## config.mk

```make
export PLATFORM = sky130hd
export DESIGN_NAME = gmii_rx_framer
export DESIGN_NICKNAME = d
export VERILOG_FILES = /design/src/rtl/gmii_rx_framer.sv
export SDC_FILE = /design/constraint.sdc
export NUM_CORES = 1
export LEC_CHECK = 0
export ABC_AREA = 1
export BUFFER_PORTS_ARGS = -buffer_cell sky130_fd_sc_hd__buf_2
export CORE_UTILIZATION = 45
export DETAILED_ROUTE_END_ITERATION = 16
export SLEW_MARGIN = 40
export SYNTH_ARGS = -nofsm -noshare
export SYNTH_HDL_FRONTEND = slang
export SYNTH_SLANG_ARGS = --single-unit
```

## constraint.sdc

```tcl
create_clock -name sys_clk -period 5.3 [get_ports sys_clk]
set_clock_uncertainty 0.05 [all_clocks]
set_input_delay 0.795 -clock sys_clk [delete_from_list [all_inputs] [get_ports sys_clk]]
set_output_delay 0.795 -clock sys_clk [all_outputs]
set_load 0.01 [all_outputs]
```

## src/rtl/gmii_rx_framer.sv

```systemverilog
// GMII receive framer: strips preamble/SFD, marks sop/eop, flags bad frames and counts good/bad frames.
// Optional feature macro: RX_CRC_CHECK_EN adds the CRC-32 check of the FCS to the bad-frame decision.
module gmii_rx_framer #(
   parameter int MIN_LEN = 64,
   parameter int MAX_LEN = 1518
) (
   input  logic        sys_clk,
   input  logic        sys_rst,
   input  logic [7:0]  gmii_rxd,
   input  logic        gmii_rx_dv,
   input  logic        gmii_rx_er,
   output logic [7:0]  rx_data,
   output logic        rx_valid,
   output logic        rx_sop,
   output logic        rx_eop,
   output logic        rx_err,
   output logic [15:0] good_cnt,
   output logic [15:0] bad_cnt
);

   localparam logic [7:0]  PRE_BYTE = 8'h55;
   localparam logic [7:0]  SFD_BYTE = 8'hD5;
   localparam logic [10:0] MIN_L    = 11'(MIN_LEN);
   localparam logic [10:0] MAX_L    = 11'(MAX_LEN);

   typedef enum logic [1:0] {S_IDLE, S_PREAMBLE, S_DATA, S_DROP} state_t;

   state_t      state;
   logic [7:0]  rxd_p0;
   logic        dv_p0;
   logic        er_p0;
   logic        first_p0;
   logic        rst_q;
   logic [7:0]  hold_data_p1;
   logic        hold_vld_p1;
   logic        hold_sop_p1;
   logic        er_p1;
   logic [10:0] len_p1;
   logic        crc_bad;
   logic        frame_bad;

   function automatic logic [15:0] sat_inc16(input logic [15:0] v);
      return (v == 16'hFFFF) ? v : v + 16'd1;
   endfunction

   function automatic logic [10:0] sat_inc11(input logic [10:0] v);
      return (v == 11'h7FF) ? v : v + 11'd1;
   endfunction

   // Stage p0: register the GMII inputs; first_p0 tags the first sample after reset release
   always_ff @(posedge sys_clk or posedge sys_rst) begin
      if (sys_rst) begin
         rxd_p0   <= '0;
         dv_p0    <= 1'b0;
         er_p0    <= 1'b0;
         first_p0 <= 1'b0;
         rst_q    <= 1'b1;
      end else begin
         rxd_p0   <= gmii_rxd;
         dv_p0    <= gmii_rx_dv;
         er_p0    <= gmii_rx_er;
         first_p0 <= rst_q;
         rst_q    <= 1'b0;
      end
   end

`ifdef RX_CRC_CHECK_EN
   logic [31:0] crc_p1;

   function automatic logic [31:0] crc32_byte(input logic [31:0] crc, input logic [7:0] d);
      logic [31:0] c;
      c = crc ^ {24'h0, d};
      for (int i = 0; i < 8; i++)
         c = c[0] ? ((c >> 1) ^ 32'hEDB88320) : (c >> 1);
      return c;
   endfunction

   // Running CRC over every byte entering the hold stage, FCS included; a clean frame leaves the residue
   always_ff @(posedge sys_clk or posedge sys_rst) begin
      if (sys_rst)
         crc_p1 <= '1;
      else if (state != S_DATA)
         crc_p1 <= '1;
      else if (dv_p0)
         crc_p1 <= crc32_byte(crc_p1, rxd_p0);
   end

   assign crc_bad = (crc_p1 != 32'hDEBB20E3);
`else
   assign crc_bad = 1'b0;
`endif

   assign frame_bad = er_p1 | (len_p1 < MIN_L) | (len_p1 > MAX_L) | crc_bad;

   // Stage p1/p2: FSM on p0 samples, one-byte hold so eop lands on the byte followed by rx_dv=0
   always_ff @(posedge sys_clk or posedge sys_rst) begin
      if (sys_rst) begin
         state        <= S_IDLE;
         hold_data_p1 <= '0;
         hold_vld_p1  <= 1'b0;
         hold_sop_p1  <= 1'b0;
         er_p1        <= 1'b0;
         len_p1       <= '0;
         rx_data      <= '0;
         rx_valid     <= 1'b0;
         rx_sop       <= 1'b0;
         rx_eop       <= 1'b0;
         rx_err       <= 1'b0;
         good_cnt     <= '0;
         bad_cnt      <= '0;
      end else begin
         rx_valid <= 1'b0;
         rx_sop   <= 1'b0;
         rx_eop   <= 1'b0;
         rx_err   <= 1'b0;
         if (state != S_DATA) begin
            hold_vld_p1 <= 1'b0;
            hold_sop_p1 <= 1'b0;
            er_p1       <= 1'b0;
            len_p1      <= '0;
         end
         case (state)
            S_IDLE: begin
               if (dv_p0) begin
                  if (first_p0)
                     state <= S_DROP;
                  else if (rxd_p0 == PRE_BYTE)
                     state <= S_PREAMBLE;
                  else if (rxd_p0 == SFD_BYTE)
                     state <= S_DATA;
                  else
                     state <= S_DROP;
               end
            end
            S_PREAMBLE: begin
               if (!dv_p0)
                  state <= S_IDLE;
               else if (rxd_p0 == SFD_BYTE)
                  state <= S_DATA;
               else if (rxd_p0 != PRE_BYTE)
                  state <= S_DROP;
            end
            S_DATA: begin
               if (dv_p0) begin
                  if (hold_vld_p1) begin
                     rx_valid <= 1'b1;
                     rx_data  <= hold_data_p1;
                     rx_sop   <= hold_sop_p1;
                  end
                  hold_data_p1 <= rxd_p0;
                  hold_vld_p1  <= 1'b1;
                  hold_sop_p1  <= !hold_vld_p1;
                  er_p1        <= er_p1 | er_p0;
                  len_p1       <= sat_inc11(len_p1);
               end else begin
                  if (hold_vld_p1) begin
                     rx_valid <= 1'b1;
                     rx_data  <= hold_data_p1;
                     rx_sop   <= hold_sop_p1;
                     rx_eop   <= 1'b1;
                     rx_err   <= frame_bad;
                     if (frame_bad)
                        bad_cnt <= sat_inc16(bad_cnt);
                     else
                        good_cnt <= sat_inc16(good_cnt);
                  end
                  hold_vld_p1 <= 1'b0;
                  state       <= S_IDLE;
               end
            end
            S_DROP: begin
               if (!dv_p0)
                  state <= S_IDLE;
            end
            default: state <= S_IDLE;
         endcase
      end
   end

endmodule

```

==> results.md <==
- Outcome: complete, but fails checks
- Layout cell share with drive strength beyond 1: 0.156
- Worst skew pair latency: 0.36 ns
- Initial DRC count: 167
- Slew HR: 0.566
- Slowest library cell on the worst path: dfrtp_1
- FP Rows: 34
- Placed cells: 670
- Clk slew on worst S/H paths: 0.09 ns
- Worst stage delay on the critical path: 0.47 ns
- Die H: 97.9 um
- Power Total: 0.00146 W
- Leak pwr: 2.37 nW
- RSZ-0062 raised after global routing: no
- Buffer depth of the longest clock path: 2
- Final Hold Viols: 0
- Crit path max fanout: 28
- Starting Density: 0.470
- Largest net degree at the start of global routing: 45
- Number of I/O port buffers: 55
- Post-CTS Hold Fix Bufs: 0
- Clock buffer count from CTS: 9
- Fin nets: 588
- CP Capture Type: register
- Total Die Area: 9580 um^2
- Critical path buffers and inverters: 1
- Post-CTS Resized: 0
- Drc violations: 6
- Pre-Repair DR Iteration Count: 10
- Fin crit share: 0.473
- YS warnings: 0
- Synth Instances: 519
- Synth Cell Area: 4140 um^2
- Final Wtd Congestion: 0.857
- CTS tree: done
- Register area share after synthesis: 0.484
- Min Tclk post-route: 2.51 ns
- Fillers: 859
- Max-cap violations: 0
- Antenna viol nets, final: 0
- Post-synth cell types: 33
- Worst EP required: 5.51 ns
- Final WL: 8480 um
- Crit-path most repeated cell: nand2_1
- Cell area power density: 313 nW/um^2
- Slew @ Worst Pin: 0.651 ns
- Crit path DAT: 2.72 ns
- Setup TNS: 0 ns
- Post-DP HPWL: 5910 um
- Peak VDD IR: 0.199 mV
- Mean post-synth cell area: 7.97 um^2
- Number of global-route vias before repair: 3,191
- Top-area cell type share of the netlist area: 0.478
- First-pass GRT wire length: 14,800 um
- Non-filler instance count after layout: 686
- FMAX: 0.399 GHz
- Syn nets: 534
- Seq cells post-synth: 80
- Drt wl/cell: 12.4 um
- Final Slew Violations: 0
- Hold crit path type: register to register
- Area contributors post-synth: dfrtp_1 48%, nand2_1 15%, inv_1 5.4%
- H-tree Lvls: 3
- Core area: 8810 um^2
- # diodes: 0
- Final setup viols: 0
- Area grow syn2layout: 12.8%
- Failing checks: design-rule violations
- IO Count: 56
- CP Cell Sequence: nor2_4 > nand2_4 > nor2_4 > nand2_1 > nor2_8 > inv_1 > nand2_1 > nand2_1
- Total grt overflow: 0
- Root Driver: clkbuf_8
- DIE WIDTH: 97.9 um
- Gr usage total: 0.193
- Via-to-Cell Ratio: 4.99
- Dominant cell type by area after synthesis: dfrtp_1
- CP Class: register to register
- Initial antenna violation count: 0
- # Post-CTS Setup Buffers: 0
- CTS sink cnt: 80
- CP startpoint kind: register
- CP top delay family: simple AND/OR/NAND/NOR gates
- Via Count: 3,423
-- logic make-up (layout without fill, tap and decap cells) --
family / Yosys count / count (layout) / synth area share
and+or+nand+nor: 291 / 291 / 0.314
DFF: 80 / 80 / 0.484
buffers and inverters: 73 / 132 / 0.0756
AOI/OAI and AO/OA: 48 / 48 / 0.0675
xor gates and xnor gates: 23 / 23 / 0.0487
adders and majority gates: 3 / 3 / 0.00908
other: 1 / 1 / 0.000907
-- layout by cell type (no fill, tap or decap), drive strengths merged --
cell type  synthesis  routed
a21oi              6       6
buf                9      56
clkinvlp           0       1
nand4             30      30
ha                 3       3
inv               60      66
conb               1       1
dfstp              1       1
nand2            168     168
clkbuf             4       9
o211ai             2       2
a31oi              1       1
a211oi             1       1
nor2              55      55
and2               1       1
o21ai             37      37
xor2              18      18
a41oi              1       1
nand3             30      30
dfrtp             79      79
nor3               7       7
xnor2              5       5
-- cell usage after synthesis (all sizes together) --
| library cell | instances |
|---|---|
| a211oi | 1 |
| a21oi | 6 |
| a31oi | 1 |
| a41oi | 1 |
| and2 | 1 |
| buf | 9 |
| clkbuf | 4 |
| conb | 1 |
| dfrtp | 79 |
| dfstp | 1 |
| ha | 3 |
| inv | 60 |
| nand2 | 168 |
| nand3 | 30 |
| nand4 | 30 |
| nor2 | 55 |
| nor3 | 7 |
| o211ai | 2 |
| o21ai | 37 |
| xnor2 | 5 |
| xor2 | 18 |
-- metrics by stage --
stage	hold slack, ns	utilization	area (um^2)	setup slack, ns
after floorplan	0.329	-	4140	2.40
after global placement	0.331	0.507	4470	2.52
after detailed placement	0.333	0.507	4470	2.47
after CTS	0.340	0.529	4660	2.46
after global routing	0.343	0.530	4660	2.55
final	0.341	0.530	4660	2.79
-- path summary, 6_finish.rpt --
path                                      startpoint                        to  slack (ns)  cells past startpoint
max in group asynchronous                    sys_rst           rst_q$_DFF_PP1_        3.86                      3
worst max-delay path            state[0]$_DFFE_PP0P_  good_cnt[15]$_DFFE_PP0P_        2.79                      8
worst min register to register       rst_q$_DFF_PP1_        first_p0$_DFF_PP0_        0.34                      0
min in group asynchronous                    sys_rst    bad_cnt[6]$_DFFE_PP0P_        0.44                      2
worst min-delay path                 rst_q$_DFF_PP1_        first_p0$_DFF_PP0_        0.34                      0
worst max register to register  state[0]$_DFFE_PP0P_  good_cnt[15]$_DFFE_PP0P_        2.79                      8
-- state kept, by name (all words and copies together) (netlist names), 2 cells and up --
name          flops
bad_cnt          16
good_cnt         16
hold_data_p1      8
len_p1           11
rx_data           8
rxd_p0            8
state             2
-- power breakdown --
group          internal (W)  leakage (nW)  switching (W)
clock network      0.000185        0.0966       0.000264
logic             0.0000877          1.20       0.000163
registers          0.000696          1.06      0.0000627
total              0.000969          2.37       0.000490
-- cell type report --
cell class,count,area (um^2),area share
flip-flops and latches,80,2000,0.429
multi-input cells,366,1820,0.391
repair buffers,56,283,0.0606
inverters,60,228,0.0488
well taps,108,135,0.0290
clock buffers,9,124,0.0266
clock inverters,7,67.6,0.0145
-- metal layers --
layer	up-vias	routed length, um	share of wire	GRT usage
li1	1768	-	-	-
met1	1582	4240	0.50	0.255
met2	65	3820	0.45	0.313
met3	8	317	0.037	0.0415
met4	0	109	0.013	0.0699
met5	-	0	0	0
(Power assumes the default switching activity.)
